--- config.mk ---
export PLATFORM = sky130hd
export DESIGN_NAME = zero2asic_arb
export DESIGN_NICKNAME = d
export VERILOG_FILES = /design/src/rtl/zero2asic_arb.sv
export SDC_FILE = /design/constraint.sdc
export NUM_CORES = 1
export LEC_CHECK = 0
export CAP_MARGIN = 25
export CORE_ASPECT_RATIO = 1.2
export CORE_UTILIZATION = 30
export DETAILED_ROUTE_END_ITERATION = 10
export GPL_TIMING_DRIVEN = 0
export PLACE_DENSITY = 0.52
export SLEW_MARGIN = 10
export SYNTH_ARGS = -nofsm -noshare
export SYNTH_HDL_FRONTEND = slang
export SYNTH_SLANG_ARGS = --single-unit
--- constraint.sdc ---
create_clock -name clk -period 2.9 [get_ports clk]
set_clock_uncertainty 0.05 [all_clocks]
set_input_delay 0.87 -clock clk [delete_from_list [all_inputs] [get_ports clk]]
set_output_delay 0.87 -clock clk [all_outputs]
set_load 0.02 [all_outputs]
--- src/rtl/zero2asic_arb.sv ---
// Two-requester round-robin arbiter that loops each granted frame through a
// serial echo cell and returns the captured bits with an integrity flag.
module zero2asic_arb #(
    parameter int WIDTH = 8
) (
    input  logic             clk,
    input  logic             reset,
    input  logic             req0_valid,
    input  logic [WIDTH-1:0] req0_data,
    output logic             req0_ready,
    input  logic             req1_valid,
    input  logic [WIDTH-1:0] req1_data,
    output logic             req1_ready,
    output logic             rsp_valid,
    input  logic             rsp_ready,
    output logic [WIDTH-1:0] rsp_data,
    output logic             rsp_id,
    output logic             rsp_err,
    output logic             link_rst,
    output logic             link_cs,
    output logic             link_din,
    input  logic             link_dout,
    output logic             busy
);

    localparam int              CW     = (WIDTH > 1) ? $clog2(WIDTH) : 1;
    localparam logic [CW-1:0]   K_LAST = CW'(WIDTH - 1);

    typedef enum logic [2:0] {
        IDLE,
        CLEAR,
        SHIFT,
        DRAIN,
        RESP
    } state_t;

    state_t            state_q, state_d;
    logic              last_q, last_d;
    logic              id_q, id_d;
    logic              err_q, err_d;
    logic [WIDTH-1:0]  data_q, data_d;
    logic [WIDTH-1:0]  cap_q, cap_d;
    logic [CW-1:0]     k_q, k_d;

    logic              grant;
    logic              accept;
    logic [WIDTH-1:0]  cap_shift;

    // Grant selection and handshake outputs; gated by reset so no ready
    // can leak out while the block is held in reset.
    always_comb begin
        grant = req1_valid;
        if (req0_valid && req1_valid) begin
            grant = ~last_q;
        end
        req0_ready = reset && (state_q == IDLE) && req0_valid && !grant;
        req1_ready = reset && (state_q == IDLE) && req1_valid &&  grant;
        accept     = req0_ready || req1_ready;

        rsp_valid  = (state_q == RESP);
        busy       = (state_q != IDLE);
        link_rst   = !reset || (state_q == CLEAR);
        link_cs    = (state_q == SHIFT);
        link_din   = (state_q == SHIFT) ? data_q[K_LAST - k_q] : 1'b0;
        rsp_data   = cap_q;
        rsp_id     = id_q;
        rsp_err    = err_q;
    end

    assign cap_shift = {cap_q[WIDTH-2:0], link_dout};

    // NOTE: every variable gets its hold value first, so no path through the
    // case below can leave one unassigned and infer a latch.
    always_comb begin
        state_d = state_q;
        last_d  = last_q;
        id_d    = id_q;
        err_d   = err_q;
        data_d  = data_q;
        cap_d   = cap_q;
        k_d     = k_q;

        unique case (state_q)
            IDLE: begin
                if (accept) begin
                    data_d  = grant ? req1_data : req0_data;
                    id_d    = grant;
                    last_d  = grant;
                    state_d = CLEAR;
                end
            end
            CLEAR: begin
                k_d     = '0;
                state_d = SHIFT;
            end
            SHIFT: begin
                k_d = k_q + 1'b1;
                // The cell answers one cycle late, so the k=0 sample is stale.
                if (k_q != '0) begin
                    cap_d = cap_shift;
                end
                if (k_q == K_LAST) begin
                    state_d = DRAIN;
                end
            end
            DRAIN: begin
                cap_d   = cap_shift;
                err_d   = (cap_shift != data_q);
                state_d = RESP;
            end
            RESP: begin
                if (rsp_ready) begin
                    state_d = IDLE;
                end
            end
            default: state_d = IDLE;
        endcase
    end

    // NOTE: sequential state uses non-blocking assignments so every flop
    // samples the pre-edge values regardless of statement order.
    always_ff @(posedge clk or negedge reset) begin
        if (!reset) begin
            state_q <= IDLE;
            last_q  <= 1'b1;
            id_q    <= 1'b0;
            err_q   <= 1'b0;
            data_q  <= '0;
            cap_q   <= '0;
            k_q     <= '0;
        end else begin
            state_q <= state_d;
            last_q  <= last_d;
            id_q    <= id_d;
            err_q   <= err_d;
            data_q  <= data_d;
            cap_q   <= cap_d;
            k_q     <= k_d;
        end
    end

endmodule
==> summary.txt, run 1 <==
Critical path
  – Critical-path cell list: dlygate4sd2_1, a21bo_2, nor3_1, buf_2
  – Setup crit end kind: output port
  – WS Path Type: input pin to output port
  – WP data arrival: 1.82 ns
  – Startpoint types: input pin
  – Req. time, crit path: 1.98 ns
  – CP max stage delay: 0.32 ns
  – CP Max Fanout: 9
  – CP max-delay cell: dlygate4sd2_1

Die
  – Rows: 26
  – Die height: 76.5 um
  – Total I/O pin count: 39
  – Initial core utilization: 0.318
  – Die width: 64.1 um
  – Die Area: 0.00490 mm2
  – Core area: 0.00436 mm2

Clock tree
  – Clock Tree Buf Depth: 2
  – Htree depth: 1
  – Root buffer cell: clkbuf_8
  – CTS tree: yes
  – Worst-path clk slew: 0.08 ns
  – Clock latency on the worst-skew pair: 0.26 ns
  – Num CTS Buffers: 3
  – Clk sinks: 25

STA
  – Max-slew violations: 0
  – Final setup viols: 0
  – Slew @ Worst Pin: 0.406 ns
  – Min cycle time layout: 2.74 ns
  – Final count of hold timing violations: 0
  – Crit share post-route: 0.945
  – RSZ-0062 raised after global routing: false
  – Worst slew margin: 0.729
  – Fmax: 0.365 GHz

Synthesis
  – Number of synthesized register bits: 25
  – Asr flop ratio synth: 1.00
  – Cell count after synthesis: 119
  – Ys Warns: 0
  – Count leader, synth: dfrtp_1
  – Synth area leader: dfrtp_1
  – Unique cell type count in the Yosys netlist: 34
  – Most instantiated cells after synthesis: 24 x dfrtp_1, 9 x a2bb2oi_1, 9 x mux2_2
  – Synth top area share: 0.433
  – Main synth FF type: dfrtp_1
  – Syn_nets: 144
  – Area of the mapped netlist: 0.00139 mm2
  – Syn_area_per_cell: 11.6 um2
  – Register area share after synthesis: 0.452
  – Synth area leaders: dfrtp_1 43%, mux2_2 7.3%, a2bb2oi_1 5.7%
  – Post-synth EDFFs: 0

Place
  – Placed cell count: 214
  – I/O Buffers: 38
  – Global placement routability congestion: 0.724
  – DP HPWL: 2540 um
  – Placement Cell Area: 0.00185 mm2

Detailed routing
  – Number of remaining DRC errors: 0
  – Via count: 1081
  – Initial DRC Count: 31
  – WL final: 3190 um
  – Drt pass-1 iters: 4
  – Drt wl/cell: 14.8 um
  – Avg Vias per Cell: 5.00
  – Remaining antenna violation count: 0

Global route
  – Initial antenna violation count: 0
  – Number of global-route vias before repair: 1118
  – Tot GR Track Use: 0.142
  – Maximum number of pins on one net before global-route repair: 17
  – First-pass GRT wire length: 5580 um
  – GRT overflow: 0

Power and ir drop
  – Pwr Density: 1020 mW/mm2
  – Clock power share: 0.105
  – Switching share of power: 0.396
  – P_leak: 0.791 nW
  – Peak supply drop: 0.500 mV
  – Reg power frac: 0.364
  – Switch Pwr: 0.000761 W
  – P_int: 0.00116 W
  – Gate power share: 0.531

Min path
  – Hold crit path type: input pin to async pin

Finish
  – Area growth, synth to finish: 36.1%
  – Layout Cells excl Fill: 216
  – Fillers: 449
  – Final nets: 186
  – Fraction of layout cells with a size suffix above 1: 0.206
  – Post-route design area: 0.00189 mm2
  – ANT cells: 0

Outcome
  – Status: completed

Job
  – Max-Cap Viols: 0
==> final cells by class <==
type | count | area, um2 | share of cell area
flip-flops and latches | 25 | 629 | 0.334
clock buffers | 4 | 45.0 | 0.0239
plain buffers | 4 | 32.5 | 0.0172
multi-input cells | 82 | 702 | 0.372
inverters | 6 | 25.0 | 0.0133
repair buffers | 39 | 383 | 0.203
well taps | 56 | 70.1 | 0.0371
==> path summary, 6_finish.rpt <==
kind                              from           to  slack (ns)  depth (start not counted)
max                         req0_valid   req1_ready        0.16                          4
min                              reset       rsp_id        0.46                          1
max reg2reg                     k_q[0]  rsp_data[7]        1.35                          4
min reg2reg                rsp_data[7]  rsp_data[7]        0.47                          1
max in group asynchronous        reset  rsp_data[4]        1.94                          2
min in group clk           rsp_data[7]  rsp_data[7]        0.47                          1
==> metal layers <==
| layer | vias to the layer above | GRT usage | part of all wire |
|---|---|---|---|
| li1 | 530 | - | - |
| met1 | 531 | 0.195 | 0.45 |
| met2 | 18 | 0.237 | 0.52 |
| met3 | 2 | 0.0240 | 0.025 |
| met4 | 0 | 0.0205 | 0.0038 |
| met5 | - | 0 | 0 |
==> sequential cells by signal (all words and copies together) (netlist names) <==
signal and cells:
rsp_data 8, rsp_err 1, last_q 1, data_q 8, k_q 3, state_q 3, rsp_id 1
==> what timing repair did <==
| item | CTS | global route |
|---|---|---|
| pin swaps | 0 | 0 |
| buffers inserted | 0 | 0 |
| hold buffers | 0 | 0 |
| endpoints found under the setup margin | 4 | 5 |
| gates resized for setup | 23 | 6 |
==> through the flow <==
step           setup WS (ns)  total power (W)  hold slack (ns)  utilization  TNS [ns]
6_report               0.158          0.00192            0.456        0.433         0
5_1_grt               0.0438          0.00209            0.467        0.433         0
4_1_cts               0.0126          0.00196            0.463        0.432         0
2_1_floorplan          0.198          0.00137            0.469            -         0
3_3_place_gp           -1.36          0.00174            0.447        0.421     -7.34
3_5_place_dp          -0.937          0.00176            0.450        0.425     -2.46
==> placed cells by master, fill, tap and decap left out, types with 2 or more instances in the layout <==
cell	n
dlygate4sd2_1	2
nand2b_1	3
buf_2	3
dlymetal6s2s_1	2
buf_6	2
a2bb2oi_1	9
clkbuf_8	3
nor2b_1	3
o32ai_1	8
o21ai_0	6
a21oi_1	4
nor2_1	3
clkdlybuf4s50_1	30
clkbuf_2	2
ha_1	3
nor4_1	3
inv_1	5
nand2_1	5
dfrtp_2	2
dfrtp_1	22
mux4_2	2
mux2_2	9
xor2_1	8
==> critical path, delay by kind of cell <==
family / cells / cell delay (ns)
and+or+nand+nor: 1 / 0.15
AOI/OAI and AO/OA: 1 / 0.29
buffers and inverters: 2 / 0.51
==> logic make-up (layout without fill, tap and decap cells) <==
group | count (synthesis) | in the layout | share of synthesized area
AO/OA/AOI/OAI | 35 | 35 | 0.205
XOR/XNOR | 8 | 8 | 0.0505
adder cells (fa/ha/maj) | 3 | 3 | 0.0271
buffers and inverters | 12 | 53 | 0.0433
flip-flops | 25 | 25 | 0.452
multiplexers | 12 | 12 | 0.113
AND/OR/NAND/NOR | 24 | 24 | 0.109
==> power groups by stage <==
stage	registers, W	logic, W	clock network, W
detailed placement	0.000710	0.00105	0
CTS	0.000708	0.00104	0.000210
floorplan	0.000733	0.000636	0
global placement	0.000708	0.00103	0
global route	0.000734	0.00113	0.000228
finish	0.000701	0.00102	0.000201
(Power assumes the default switching activity.)
==> inputs of run 2 (changes only) <==
GPL_ROUTABILITY_DRIVEN = 0   (was unset)
clock period = 3.4 ns   (was 2.9 ns; I/O delays follow)
==> summary.txt, run 2 (synthesis results as in run 1) <==
STA
  – Setup TNS: 0 ns (unchanged)
  – Slew @ Worst Pin: 0.409 ns (was 0.406 ns)
  – Final count of hold timing violations: 0 (unchanged)
  – Worst slew margin: 0.727 (was 0.729)
  – Min cycle time layout: 3.28 ns
  – RSZ-0062 raised after global routing: false (unchanged)
  – Crit share post-route: 0.965
  – Final setup viols: 0 (unchanged)
  – Fmax: 0.305 GHz
  – Max-slew violations: 0 (unchanged)
  – WHS: 0.464 ns (was 0.456 ns)

Finish
  – Fraction of layout cells with a size suffix above 1: 0.168 (was 0.206)
  – Final core occ: 0.434 (was 0.433)
  – Most common cell after layout, fill and taps aside: clkdlybuf4s50_1 (unchanged)
  – Final nets: 187 (was 186)
  – Area growth, synth to finish: 36.6% (was 36.1%)
  – Commonest cells after routing, fill and taps aside: 33 x clkdlybuf4s50_1, 24 x dfrtp_1, 9 x a2bb2oi_1, 9 x mux2_2 (was 30 x clkdlybuf4s50_1, 22 x dfrtp_1, 9 x a2bb2oi_1, 9 x mux2_2)
  – ANT cells: 0 (unchanged)

Min path
  – Hold Path Depth: 1
  – Min-delay src: rsp_data[7]
  – Hold Crit Endpoint: rsp_data[7]
  – Hold crit path type: register to register (was input pin to async pin)

Critical path
  – R2R cell count: 4 (unchanged)
  – Setup crit end kind: output port (unchanged)
  – CP Max Fanout: 9 (unchanged)
  – R2R setup slack: 1.79 ns (was 1.35 ns)
  – End of the worst register-to-register path: rsp_data[7] (unchanged)
  – CP max stage delay: 0.36 ns (was 0.32 ns)
  – WP data arrival: 2.21 ns (was 1.82 ns)
  – Critical-path cell list: dlygate4sd2_1, nor2b_1, clkbuf_1, nor4_1, dlygate4sd1_1 (was dlygate4sd2_1, a21bo_2, nor3_1, buf_2)
  – Req. time, crit path: 2.33 ns (was 1.98 ns)
  – Reg2reg start: k_q[0] (unchanged)
  – CP max-delay cell: dlygate4sd1_1 (was dlygate4sd2_1)
  – WS Path Type: input pin to output port (unchanged)
  – Startpoint types: input pin (unchanged)

Global route
  – Tot GR Track Use: 0.143 (was 0.142)
  – Maximum number of pins on one net before global-route repair: 17 (unchanged)
  – GRT overflow: 0 (unchanged)
  – First-pass GRT wire length: 5590 um (was 5580 um)
  – Initial antenna violation count: 0 (unchanged)
  – Number of global-route vias before repair: 1118 (unchanged)

Clock tree
  – Num CTS Buffers: 3 (unchanged)
  – Htree depth: 1 (unchanged)
  – Clock latency on the worst-skew pair: 0.26 ns (about the same)
  – Worst-path clk slew: 0.08 ns (about the same)
  – Root buffer cell: clkbuf_8 (unchanged)
  – Clk sinks: 25 (unchanged)
  – CTS tree: yes (unchanged)
  – Post-CTS setup buffers: 0 (unchanged)
  – CTS Hold Buffers Added: 0 (unchanged)
  – Clock Tree Buf Depth: 2 (unchanged)

Detailed routing
  – Number of remaining DRC errors: 0 (unchanged)
  – WL final: 3170 um (was 3190 um)
  – Via count: 1072 (was 1081)
  – Drt wl/cell: 14.6 um (was 14.8 um)
  – Remaining antenna violation count: 0 (unchanged)
  – Initial DRC Count: 38 (was 31)
  – Drt pass-1 iters: 4 (unchanged)
  – Avg Vias per Cell: 4.94 (was 5.00)

Power and ir drop
  – Pwr Density: 868 mW/mm2 (was 1020 mW/mm2)
  – P_leak: 0.760 nW (was 0.791 nW)
  – Peak supply drop: 0.428 mV (was 0.500 mV)
  – Total power: 0.00164 W (was 0.00192 W)

Place
  – DP HPWL: 2540 um (unchanged)
  – I/O Buffers: 38 (unchanged)

Job
  – Max-Cap Viols: 0 (unchanged)

Die
  – Total I/O pin count: 39 (unchanged)
  – Rows: 26 (unchanged)
  – Die Area: 0.00490 mm2 (unchanged)
  – Die width: 64.1 um (unchanged)
  – Core area: 0.00436 mm2 (unchanged)
  – Initial core utilization: 0.318 (unchanged)
  – Die height: 76.5 um (unchanged)

Outcome
  – Status: completed (unchanged)
## run 2: metrics by stage
step / cell area (um2) / std cells / setup slack (ns)
6_report: 1890 / 217 / 0.118
5_1_grt: 1890 / 217 / 0.00325
4_1_cts: 1900 / 218 / 0.0912
3_5_place_dp: 1850 / 214 / -0.737
3_3_place_gp: 1840 / 213 / -1.16
2_1_floorplan: 1390 / 119 / 0.398
## run 2: report_power, final
part | switching, W | internal, W
combinational | 0.000405 | 0.000474
clock | 0.0000882 | 0.0000836
sequential | 0.000155 | 0.000438
total | 0.000648 | 0.000996
## run 2: worst max-delay path by stage
stage,from,end,slack [ns],cells after the start
6_report,req1_valid,req0_ready,0.12,5
5_1_grt,req1_valid,req0_ready,0.003,5
4_1_cts,req1_valid,req1_ready,0.09,5
3_5_place_dp,reset,req0_ready,-0.74,4
3_3_place_gp,reset,req0_ready,-1.16,4
2_1_floorplan,req1_valid,req0_ready,0.40,3
## run 2: per-layer routing
layer	up-vias	global-route usage	wire length [um]
met5	-	0	0
met4	0	0.0205	12
met3	2	0.0240	81
met2	20	0.236	1620
met1	520	0.197	1450
li1	530	-	-
## run 2: what timing repair did
item,CTS,global route
resized for setup,13,0
pin swaps,0,0
setup endpoints to repair,3,1
## run 2: final cells by class
class	count	area, um2
fill	444	2470
clock buffer	4	45.0
timing repair buffer	39	394
sequential	25	627
buffer	5	33.8
inverter	6	23.8
multi-input combinational	82	699
tap	56	70.1
## run 2: worst max-delay path, delay by kind of cell
kind	cells	cell delay [ns]
buffers and inverters	3	0.84
AND/OR/NAND/NOR	2	0.35
==> inputs of run 3 (changes only) <==
CORE_MARGIN = 5   (was unset)
GPL_TIMING_DRIVEN = unset   (was 0)
==> summary.txt, run 3 (synthesis results as in run 1) <==
Outcome
  – Status: completed (unchanged)

Clock tree
  – Post-CTS setup buffers: 0 (unchanged)
  – Htree depth: 1 (unchanged)
  – Worst-path clk slew: 0.08 ns (about the same)
  – Clock Tree Buf Depth: 2 (unchanged)
  – CTS tree: yes (unchanged)
  – Num CTS Buffers: 3 (unchanged)
  – Clock latency on the worst-skew pair: 0.26 ns (about the same)
  – Clk sinks: 25 (unchanged)
  – Root buffer cell: clkbuf_8 (unchanged)

Critical path
  – WP data arrival: 2.23 ns (was 2.21 ns)
  – Req. time, crit path: 2.33 ns (about the same)
  – Setup crit end kind: output port (unchanged)
  – End of the worst register-to-register path: rsp_data[3] (was rsp_data[7])
  – Startpoint types: input pin (unchanged)
  – Reg2reg start: k_q[0] (unchanged)
  – R2R cell count: 4 (unchanged)
  – R2R setup slack: 1.80 ns (was 1.79 ns)
  – WS Path Type: input pin to output port (unchanged)
  – CP Max Fanout: 3 (was 9)

STA
  – Crit path setup slack, layout: 0.0992 ns (was 0.118 ns)
  – Setup TNS: 0 ns (unchanged)
  – Final setup viols: 0 (unchanged)
  – Slew @ Worst Pin: 0.415 ns (was 0.409 ns)
  – Crit share post-route: 0.971 (was 0.965)
  – Min cycle time layout: 3.30 ns (was 3.28 ns)
  – Fmax: 0.303 GHz (was 0.305 GHz)
  – Final count of hold timing violations: 0 (unchanged)
  – Worst slew margin: 0.722 (was 0.727)
  – WHS: 0.464 ns (about the same)
  – Max-slew violations: 0 (unchanged)
  – RSZ-0062 raised after global routing: false (unchanged)

Place
  – I/O Buffers: 38 (unchanged)
  – Placed cell count: 220 (was 214)
  – Dpl ws: -0.216 ns (was -0.737 ns)
  – DP HPWL: 2680 um (was 2540 um)

Finish
  – Reg area: 627 um2 (unchanged)
  – Final nets: 192 (was 187)
  – Layout Cells excl Fill: 224 (was 217)
  – Fraction of layout cells with a size suffix above 1: 0.205 (was 0.168)
  – Commonest cells after routing, fill and taps aside: 35 x clkdlybuf4s50_1, 24 x dfrtp_1, 11 x buf_4, 9 x a2bb2oi_1, 9 x mux2_2 (was 33 x clkdlybuf4s50_1, 24 x dfrtp_1, 9 x a2bb2oi_1, 9 x mux2_2)
  – Fillers: 450 (was 444)
  – Area occupied by multi-input gates: 699 um2 (unchanged)
  – Most common cell after layout, fill and taps aside: clkdlybuf4s50_1 (unchanged)
  – Area growth, synth to finish: 39.0% (was 36.6%)
  – ANT cells: 0 (unchanged)

Detailed routing
  – WL final: 3370 um (was 3170 um)
  – Remaining antenna violation count: 0 (unchanged)
  – Initial DRC Count: 64 (was 38)
  – Avg Vias per Cell: 4.95 (was 4.94)
  – Via count: 1108 (was 1072)
  – Drt wl/cell: 15.0 um (was 14.6 um)
  – Number of remaining DRC errors: 0 (unchanged)
  – Drt pass-1 iters: 4 (unchanged)

Global route
  – Tot GR Track Use: 0.117 (was 0.143)
  – First-pass GRT wire length: 5750 um (was 5590 um)
  – Maximum number of pins on one net before global-route repair: 28 (was 17)
  – GRT overflow: 0 (unchanged)
  – Number of global-route vias before repair: 1182 (was 1118)
  – Initial antenna violation count: 0 (unchanged)

Die
  – Core area: 0.00453 mm2 (was 0.00436 mm2)
  – Die width: 72.1 um (was 64.1 um)
  – Total I/O pin count: 39 (unchanged)
  – Rows: 27 (was 26)
  – Die Area: 0.00609 mm2 (was 0.00490 mm2)
  – Die height: 84.5 um (was 76.5 um)
  – Initial core utilization: 0.306 (was 0.318)

Job
  – Max-Cap Viols: 0 (unchanged)

Power and ir drop
  – Pwr Density: 862 mW/mm2 (was 868 mW/mm2)
  – P_leak: 0.796 nW (was 0.760 nW)
  – Peak supply drop: 0.365 mV (was 0.428 mV)

Min path
  – Hold Path Depth: 1 (unchanged)
  – Hold Crit Endpoint: rsp_data[7] (unchanged)
  – Hold crit path type: register to register (unchanged)
  – Min-delay src: rsp_data[7] (unchanged)
run 3: area by class of cell:
class	instances	share of cell area
Multi-Input combinational cell	82	0.363
Sequential cell	25	0.325
Timing Repair Buffer	49	0.238
Tap cell	58	0.0377
Clock buffer	3	0.0214
Inverter	6	0.0117
Clock inverter	1	0.00260
run 3: routing by layer:
metal,GRT usage,vias to the layer above,part of all wire
li1,-,535,-
met1,0.143,550,0.44
met2,0.207,19,0.52
met3,0.0251,4,0.031
met4,0.0274,0,0.0068
met5,0,-,0
run 3: metrics by stage:
step / util / cell area, um2 / total power, W
2_1_floorplan: - / 1390 / 0.00117
3_3_place_gp: 0.416 / 1880 / 0.00149
3_5_place_dp: 0.416 / 1880 / 0.00151
4_1_cts: 0.426 / 1930 / 0.00169
5_1_grt: 0.426 / 1930 / 0.00179
6_report: 0.426 / 1930 / 0.00166
run 3: worst max path at each step:
stage / start / to / slack (ns) / cells after the start
final: req1_valid / req1_ready / 0.1 / 4
after global routing: req1_valid / req1_ready / 0.02 / 4
after CTS: reset / link_rst / 0.04 / 4
after detailed placement: req0_valid / req0_ready / -0.22 / 4
after global placement: req0_valid / req0_ready / -0.20 / 4
after floorplan: req1_valid / req0_ready / 0.40 / 3
run 3: repair_timing:
action | 4_1_cts | 5_1_grt
setup endpoints to repair | 2 | 2
gates resized for setup | 2 | 4
hold buffers | 0 | 0
run 3: worst max-delay path: stages:
cell and delay [ns]:
clkdlybuf4s50_1 0.49, a21bo_2 0.24, nor3_1 0.12, dlygate4sd2_1 0.35
run 3: where the power goes:
group	internal [W]	switching, W
registers	0.000438	0.000146
logic	0.000485	0.000423
clock network	0.0000817	0.0000880
total	0.00100	0.000657
